<file path="config.mk">
export PLATFORM = sky130hd
export DESIGN_NAME = alu_op_sequencer
export DESIGN_NICKNAME = d
export VERILOG_FILES = /design/src/rtl/alu_pkg.sv /design/src/rtl/alu_op_sequencer.sv
export SDC_FILE = /design/constraint.sdc
export NUM_CORES = 1
export LEC_CHECK = 0
export CAP_MARGIN = 20
export CORE_UTILIZATION = 41
export CTS_CLUSTER_DIAMETER = 50
export CTS_CLUSTER_SIZE = 10
export DETAILED_ROUTE_END_ITERATION = 12
export PLACE_DENSITY_LB_ADDON = 0.25
export SYNTH_ARGS = -nofsm -noshare
export SYNTH_HDL_FRONTEND = slang
export SYNTH_SLANG_ARGS = --single-unit
</file>
<file path="constraint.sdc">
create_clock -name clk -period 1.3 [get_ports clk]
set_input_delay 0.26 -clock clk [delete_from_list [all_inputs] [get_ports clk]]
set_output_delay 0.26 -clock clk [all_outputs]
set_load 0.01 [all_outputs]
</file>
<file path="src/rtl/alu_pkg.sv">
// Shared opcode constants and sequencer state encoding for the 8-bit ALU controller.
package alu_pkg;

  localparam logic [1:0] OP_ADD = 2'b00;
  localparam logic [1:0] OP_SUB = 2'b01;
  localparam logic [1:0] OP_AND = 2'b10;
  localparam logic [1:0] OP_OR  = 2'b11;

  typedef enum logic [2:0] {
    S_CMD  = 3'd0,
    S_A    = 3'd1,
    S_B    = 3'd2,
    S_EXEC = 3'd3,
    S_DONE = 3'd4
  } state_e;

  function automatic logic accepts_input(state_e s);
    return (s == S_CMD) || (s == S_A) || (s == S_B);
  endfunction

endpackage

</file>
<file path="src/rtl/alu_op_sequencer.sv">
// Collects command, operand A and operand B bytes, runs one ALU cycle, and presents the
// captured result/carry/zero on a valid/ready output until the consumer takes it.
module alu_op_sequencer
  import alu_pkg::*;
#(
  parameter int unsigned WIDTH = 8
) (
  input  logic             clk,
  input  logic             rst,
  input  logic [WIDTH-1:0] in_data,
  input  logic             in_valid,
  output logic             in_ready,
  output logic [WIDTH-1:0] alu_a,
  output logic [WIDTH-1:0] alu_b,
  output logic [1:0]       alu_sel,
  input  logic [WIDTH-1:0] alu_result,
  input  logic             alu_cout,
  output logic [WIDTH-1:0] out_result,
  output logic             out_cout,
  output logic             out_zero,
  output logic             out_valid,
  input  logic             out_ready,
  output logic             busy
);

  state_e           state_q, state_d;
  logic [1:0]       sel_q, sel_d;
  logic [WIDTH-1:0] a_q, a_d;
  logic [WIDTH-1:0] b_q, b_d;
  logic [WIDTH-1:0] res_q, res_d;
  logic             cout_q, cout_d;
  logic             zero_q, zero_d;
  logic             in_xfer;

  // Ready depends on state only so upstream never sees a combinational loop.
  assign in_xfer = in_valid && accepts_input(state_q);

  always_comb begin
    state_d = state_q;
    sel_d   = sel_q;
    a_d     = a_q;
    b_d     = b_q;
    res_d   = res_q;
    cout_d  = cout_q;
    zero_d  = zero_q;
    unique case (state_q)
      S_CMD: if (in_xfer) begin
        sel_d   = in_data[1:0];
        state_d = S_A;
      end
      S_A: if (in_xfer) begin
        a_d     = in_data;
        state_d = S_B;
      end
      S_B: if (in_xfer) begin
        b_d     = in_data;
        state_d = S_EXEC;
      end
      S_EXEC: begin
        res_d   = alu_result;
        cout_d  = alu_cout;
        zero_d  = (alu_result == '0);
        state_d = S_DONE;
      end
      S_DONE: if (out_ready) state_d = S_CMD;
      default: state_d = S_CMD;
    endcase
  end

  always_ff @(posedge clk) begin
    if (rst) begin
      state_q <= S_CMD;
      sel_q   <= '0;
      a_q     <= '0;
      b_q     <= '0;
      res_q   <= '0;
      cout_q  <= 1'b0;
      zero_q  <= 1'b0;
    end else begin
      state_q <= state_d;
      sel_q   <= sel_d;
      a_q     <= a_d;
      b_q     <= b_d;
      res_q   <= res_d;
      cout_q  <= cout_d;
      zero_q  <= zero_d;
    end
  end

  assign in_ready   = accepts_input(state_q);
  assign out_valid  = (state_q == S_DONE);
  assign busy       = (state_q != S_CMD);
  assign alu_a      = a_q;
  assign alu_b      = b_q;
  assign alu_sel    = sel_q;
  assign out_result = res_q;
  assign out_cout   = cout_q;
  assign out_zero   = zero_q;

endmodule

</file>
* Word level (Yosys, flattened, before mapping)
Cells that the tools add are included.
** Word-level totals
- Input port bits :: 21
- Output and inout bits :: 31
- Bits in registers :: 31
- Logic and storage cells :: 30
** Operators by class
- Muxes and demuxes :: 5
- Equality and inequality tests :: 8
- Reduce and logical (&&, ||, !) cells :: 10
** Operators by type and width (number)
- case mux 3 bit (5 select lines) :: 1
- 2-to-1 mux 3 bit :: 4
- zero test 8 bit :: 1
- equality test 3 x 2 -> 1 bit (second input constant) :: 2
- != test 2 bit (second input constant) :: 3
- AND reduction 2 bit :: 3
- AND reduction 4 bit :: 1
- equality test 3 x 1 -> 1 bit (second input constant) :: 1
- equality test 3 bit (second input constant) :: 1
- zero test 3 bit :: 1
- nonzero test 3 bit :: 1
- logical OR 1 bit :: 2
- != test 2 x 1 -> 1 bit (second input constant) :: 1
- logical AND 1 bit :: 1

* Logic depth before layout (Yosys ltp)
Gate-level depths: netlist of the first run.
- Depth after elaboration :: 6
- Depth in mapped cells :: 5
- Gate-level depth less buffers :: 3

* Worst setup path before layout of the first run
Ideal clock, no wire load.
- Path type :: flip-flop to output port
- Start point :: register state_q[0]
- End point :: output busy
- Slack :: 0.121 ns
- Cell stages (with the launch flop) :: 3
- Data arrival time :: 0.919 ns
- Path buffers :: 1
- Cells stage by stage :: dfxtp_1 -> buf_6 -> or3_2
** Between the ends
- Longest elaborated chain between the ends :: 1
** Ends and longest elaborated chain
- from (decl) :: RTL line alu_op_sequencer.sv:26 : state_e state_q, state_d;
- from (signal assigned) :: RTL line alu_op_sequencer.sv:80 : state_q <= state_d;
- nonzero test 3 bit :: RTL line alu_op_sequencer.sv:92 : assign busy = (state_q != S_CMD);
- to (decl) :: RTL line alu_op_sequencer.sv:23 : output logic busy
Every way passes these cells.

* Worst setup path in the final report of the first run
Ends and elaborated chain as after synthesis.

==> summary.txt, run 1 <==
Outcome
  • Outcome: complete, but fails checks
  • Failing checks: DRC, setup timing

Timing
  • Peak Freq: 702 MHz
  • Clock skew: 0.0108 ns
  • Final hold slack: 0.459 ns
  • Rel. slew slack: 81.7%
  • Worst Max-Slew Pin Slew: 0.274 ns
  • Period utilization: 110%
  • Min cycle time layout: 1.42 ns
  • Endpoints failing hold: 0
  • RSZ-0062 raised after global routing: true
  • Slew Viols, Final: 0
  • Setup violations, final: 3
  • Setup ws final: -0.124 ns

Floorplanning
  • Initial core utilization: 43.7%
  • Row count: 19
  • Die area: 0.00321 mm²
  • Io pins: 52
  • Die Y: 56.7 µm
  • Die width: 56.7 µm
  • Core area: 0.00281 mm²

Global routing
  • Met3 GRT Util: 7.60%
  • Met2 Resource Use GR: 29.9%
  • Initial antenna violation count: 0
  • First-pass GRT wire length: 4.41 mm
  • GR Util met1: 21.1%
  • GRT Max-Usage Layer: met2
  • Gr ovfl total: 0
  • Number of global-route vias before repair: 1,011
  • Largest net degree at the start of global routing: 32
  • Gr usage total: 18.2%

Synthesis
  • Synth area leaders: dfxtp_1 51%, mux2i_1 16%, nand2_1 5.8%
  • Seq/Total Area, Yosys: 50.6%
  • Cell count after synthesis: 125
  • Largest family of logic cells by synthesized area: simple AND/OR/NAND/NOR gates
  • Post-synth top area share: 50.6%
  • Syn_nets: 146
  • Post-Syn Area: 0.00123 mm²
  • Ys Warns: 0
  • Post-synthesis mux area share: 16.3%
  • Post-Synth Simple-Gate Area: 21.9%
  • Synth cell types: 20
  • Mapped Avg Cell Area: 9.81 µm²
  • Area leader, netlist: dfxtp_1
  • Adder-cell share of the synthesized area: 0%
  • Post-synthesis compound-gate area fraction: 4.90%
  • XOR/XNOR Fraction of Synth Area: 0%
  • Flops & latches, synth: 31

Power and ir drop
  • Power Density: 999 mW/mm²
  • Pleak: 0.000846 µW
  • VDD IR-drop max: 900 µV
  • PnR Total Power: 1910 µW

Clock network
  • CTS tree: yes
  • Clk slew on worst S/H paths: 0.08 ns
  • Clock root buffer: clkbuf_4
  • Clk Latency, worst-skew pair: 0.33 ns
  • # clock sinks: 31
  • Total CTS buffers: 5
  • CTS max path bufs: 2
  • CTS H-tree lvls: 2

Cells and area
  • Layout cells sized above 1: 17.5%
  • Layout Cells excl Fill: 220
  • P&R area growth vs syn: 55.5%
  • # nets final: 209
  • N_diodes: 0

Place
  • Placed cells: 207
  • Placer Congestion: 0.781
  • Final HPWL DP: 1.96 mm
  • Number of port buffers: 51

Setup path
  • CP Capture Type: primary output
  • CP top delay family: simple AND/OR/NAND/NOR gates
  • Critical path class: reg2out
  • Max Fanout on Critical Path: 3
  • Crit path required time: 1.04 ns
  • CP peak stage delay: 0.38 ns
  • Crit path DAT: 1.16 ns
  • Type of origin of the critical path: flop
  • Worst path slowest cell: or3_4
  • Crit-path cells: or3_4 > buf_6
  • CP bufs+invs: 1

Detailed routing
  • ANT nets after route: 0
  • Vias per std cell: 4.83
  • Vias: 1,063
  • TritonRoute pass-1 iters: 8
  • Drt wl/cell: 12.5 µm
  • DRT Wirelength: 2.75 mm
  • Residual DRC: 2
  • Initial drt markers: 13

Hold path
  • HP Class: reg2reg

Job
  • Max Cap Viol: 0
-- power by group --
| group | internal (µW) | switching (µW) |
|---|---|---|
| logic | 170 | 114 |
| clock network | 318 | 312 |
| registers | 977 | 14.7 |
-- layer usage --
| layer | routed length [µm] | vias up |
|---|---|---|
| met5 | 0 | - |
| met4 | 16 | 0 |
| met3 | 142 | 2 |
| met2 | 1370 | 25 |
| met1 | 1220 | 492 |
| li1 | - | 544 |
-- through the flow --
| stage | worst slack [ns] | utilization (%) | TNS (ns) | instance area [µm²] |
|---|---|---|---|---|
| after floorplan | 0.121 | - | 0 | 1230 |
| after global placement | -0.218 | 64.6 | -4.10 | 1810 |
| after detailed placement | -0.282 | 64.6 | -4.99 | 1810 |
| after CTS | -0.139 | 66.7 | -0.279 | 1870 |
| after global routing | -0.173 | 68.0 | -0.870 | 1910 |
| final | -0.124 | 68.0 | -0.240 | 1910 |
-- synth_stat cells --
library cell	count
mux2i_1	20
nor4b_4	1
nand2b_1	1
nand2_1	19
buf_6	4
nor4_1	2
nand3b_1	1
nor2b_1	1
and3b_2	1
a21oi_1	12
clkbuf_1	3
buf_2	1
or3_2	1
dfxtp_1	31
buf_4	2
nor3_1	2
nor2_1	19
nand3_1	1
nor3b_2	1
and4bb_1	2
-- registers in the layout, summed over array words and instances (netlist names) --
signal      count
out_zero        1
out_result      8
alu_b           8
alu_a           8
out_cout        1
alu_sel         2
state_q         3
-- worst paths after layout --
check	startpoint	endpoint	slack [ns]	cells after the start
setup / recovery	state_q[0]	busy	-0.12	2
hold / removal	out_zero	out_zero	0.46	2
setup reg to reg	state_q[2]	alu_a[5]	0.01	5
hold reg to reg	out_zero	out_zero	0.46	2
-- worst register-to-register path: stages (launching register included) --
cell      delay (ns)
dfxtp_2         0.35
buf_6           0.13
and4bb_1        0.31
buf_12          0.15
mux2i_1         0.20
nor2_1          0.06
-- cells by family after synthesis --
logic type / count (synthesis)
DFF: 31
and+or+nand+nor: 52
buffers and inverters: 10
muxes: 20
AOI/OAI and AO/OA: 12
-- area by class of cell --
class	instances	area (µm²)
clock buffer	8	68.8
fill	244	898
multi-input combinational	84	543
sequential	31	624
tap	31	38.8
timing repair buffer	66	632
-- layout by cell type (no fill, tap or decap) --
master            n
buf_6             5
buf_12            3
buf_2             2
dfxtp_1          28
clkdlybuf4s50_1  20
nor2b_1           1
and4bb_1          2
dlygate4sd2_1    28
nand3_1           1
nand3b_1          1
nor3_1            2
or3_4             1
nor4_1            2
clkbuf_1          1
mux2i_1          20
and3b_2           1
nand2b_1          1
a21oi_2           1
nor4b_4           1
a21oi_1          11
nand2_1          19
buf_4             8
nor3b_4           1
clkbuf_4          5
nor2_1           19
dfxtp_2           3
clkbuf_8          2
-- repair_timing --
item,CTS,global route
resized for setup,50,1
setup endpoints to repair,35,16
hold buffers,0,0
buffers inserted,1,4
gates cloned,0,0
pin swaps,1,3
No activity file was read; power rests on OpenSTA's default activity.
==> run 2, diff against run 1 <==
- CORE_UTILIZATION: 41 -> 40
- GPL_TIMING_DRIVEN: not set -> 0
- SLEW_MARGIN: not set -> 10
==> run 2 against run 1 <==
The flow still finishes with violations (DRC, setup timing); sequential cell count is the same; count of clock-buffer cells in the layout down 1; maximum frequency is 3.0% lower; die area up 2.4%; final area shrank 0.72%; final cell count grew 1.8%; worst setup slack lost 0.045 ns; largest cell class is now flip-flops and latches; combinational power hardly changed; largest power group unchanged; global-route usage up 0.97 points; clock power shrank 20%; critical endpoint unchanged; core utilization fell by 1.1 points; sequential power is essentially flat.
==> summary.txt, run 2 (synthesized netlist as in run 1, its figures left out) <==
Power and ir drop
  • Pleak: 0.000851 µW (+0.61%)
  • PnR Total Power: 1780 µW (-6.5%)
  • Power Density: 941 mW/mm² (-5.9%)
  • VDD IR-drop max: 638 µV (-29%)

Timing
  • Setup ws final: -0.168 ns (-0.0446 ns)
  • Period utilization: 113% (+3.4 points)
  • Setup violations, final: 18 (+15)
  • Worst Max-Slew Pin Slew: 0.502 ns (+0.228 ns)
  • RSZ-0062 raised after global routing: true
  • Min cycle time layout: 1.47 ns (+0.0446 ns)
  • Final hold slack: 0.366 ns (-0.0934 ns)
  • Endpoints failing hold: 0 (unchanged)
  • Rel. slew slack: 66.6% (-15 points)
  • Clock skew: 0.0121 ns (+0.00127 ns)
  • Slew Viols, Final: 0 (unchanged)
  • Peak Freq: 681 MHz (-3.0%)

Clock network
  • Clk Latency, worst-skew pair: 0.31 ns (-0.02 ns)
  • Clk slew on worst S/H paths: 0.09 ns (about the same)
  • CTS tree: yes
  • Total CTS buffers: 5 (unchanged)
  • Clock root buffer: clkbuf_4
  • CTS H-tree lvls: 2 (unchanged)
  • CTS max path bufs: 2 (unchanged)
  • # clock sinks: 31 (unchanged)

Cells and area
  • Register area: 629 µm² (+0.80%)
  • Fill count: 249 (+2.0%)
  • P&R area growth vs syn: 54.4%
  • Finished layout cell area: 0.00189 mm² (-0.72%)
  • Layout cells sized above 1: 18.7% (+1.2 points)
  • Most frequent cells in the layout: 28 x dfxtp_1, 28 x dlygate4sd2_1, 20 x mux2i_1, 19 x nor2_1, 19 x clkdlybuf4s50_1
  • N_diodes: 0 (unchanged)
  • # nets final: 213 (+1.9%)
  • Area taken by multi-input logic gates: 548 µm² (+0.92%)

Detailed routing
  • Vias: 1,092 (+2.7%)
  • Residual DRC: 7 (+5)
  • DRT Wirelength: 2.96 mm (+7.3%)
  • TritonRoute pass-1 iters: 8 (unchanged)
  • Initial drt markers: 29 (+16)
  • Vias per std cell: 4.88 (+0.89%)
  • ANT nets after route: 0 (unchanged)
  • Drt wl/cell: 13.2 µm (+5.4%)

Global routing
  • Gr usage total: 19.2% (+0.97 points)
  • Number of global-route vias before repair: 1,140 (+13%)
  • Largest net degree at the start of global routing: 11 (-66%)
  • Initial antenna violation count: 0 (unchanged)
  • Gr ovfl total: 0 (unchanged)
  • First-pass GRT wire length: 4.82 mm (+9.2%)

Place
  • Number of port buffers: 51 (unchanged)
  • Final HPWL DP: 2.11 mm (+7.7%)
  • Placed inst area: 0.00178 mm² (-2.0%)
  • Placer Congestion: 0.769 (-1.5%)

Floorplanning
  • Initial core utilization: 43.3% (-0.37 points)
  • Io pins: 52 (unchanged)
  • Die Y: 57.4 µm (+1.2%)
  • Core area: 0.00283 mm² (+0.85%)
  • Die area: 0.00329 mm² (+2.4%)
  • Die width: 57.4 µm (+1.2%)
  • Row count: 19 (unchanged)

Setup path
  • Crit path DAT: 1.21 ns (+0.05 ns)
  • Worst r2r path cells: 6 (+1)
  • Max Fanout on Critical Path: 4 (+1)
  • Critical path class: reg2out
  • Crit path required time: 1.04 ns (about the same)
  • Type of origin of the critical path: flop
  • CP Capture Type: primary output

Outcome
  • Failing checks: DRC, setup timing
  • Outcome: complete, but fails checks

Job
  • Max Cap Viol: 0 (unchanged)

Hold path
  • HP Class: in2reg
  • Hold Path Depth: 3 (+1)
run 2: cell count changes in the layout (fill, tap and decap cells not counted), moves of 2 or more:
| cell | previous run | this run |
|---|---|---|
| buf_12 | 3 | 0 |
| clkbuf_8 | 2 | 0 |
| dfxtp_2 | 3 | 1 |
| buf_6 | 5 | 8 |
| clkbuf_1 | 1 | 5 |
| dfxtp_4 | 0 | 2 |
run 2: repair_timing:
item,4_1_cts,5_1_grt
resized for setup,54,6
cloned,0,1
hold buffers,0,0
setup endpoints to repair,32,34
pin swaps,2,0
buffers inserted,10,1
run 2: final timing paths:
kind                       from             to  slack, ns
setup / recovery     state_q[1]           busy      -0.17
hold / removal         in_valid     state_q[0]       0.37
setup reg to reg     state_q[1]       alu_b[5]      -0.08
hold reg to reg   out_result[3]  out_result[3]       0.46
run 2: final cells by class:
cell class / instances / share of cell area [%]
buffer: 8 / 3.57
clock inverter: 1 / 0.264
multi-input combinational: 84 / 28.9
tap: 31 / 2.05
sequential: 31 / 33.2
timing repair buffer: 62 / 29.5
clock buffer: 7 / 2.38
run 2: stage by stage:
stage | utilization, % | setup slack [ns] | std cells | TNS (ns)
floorplan | - | 0.121 | 125 | 0
global placement | 62.8 | -0.322 | 207 | -6.22
detailed placement | 62.8 | -0.333 | 207 | -7.12
CTS | 66.1 | -0.178 | 223 | -2.24
global route | 66.9 | -0.216 | 224 | -2.35
finish | 66.9 | -0.168 | 224 | -0.879
run 2: metal layers:
metal	up-vias	wire [µm]	track usage [%]
met2	31	1610	35.2
met3	4	146	4.99
li1	557	-	-
met5	-	0	0
met4	0	31	7.67
met1	500	1160	20.7
run 2: where the power goes:
group	switching, µW	internal (µW)	total [µW]	leakage [µW]
clock	292	211	503	0.0000293
combinational	119	168	287	0.000569
sequential	16.2	975	991	0.000253
run 2: critical path, cell delays in order (launching register included):
cell,delay (ns)
dfxtp_2,0.33
buf_6,0.12
or3_4,0.32
buf_6,0.13
==> run 3, diff against run 2 <==
- ABC_AREA: not set -> 0
- CTS_CLUSTER_SIZE: 10 -> 25
==> results of run 3 <==
Same layout as run 2: the final DEF is identical, and so are final timing and power.
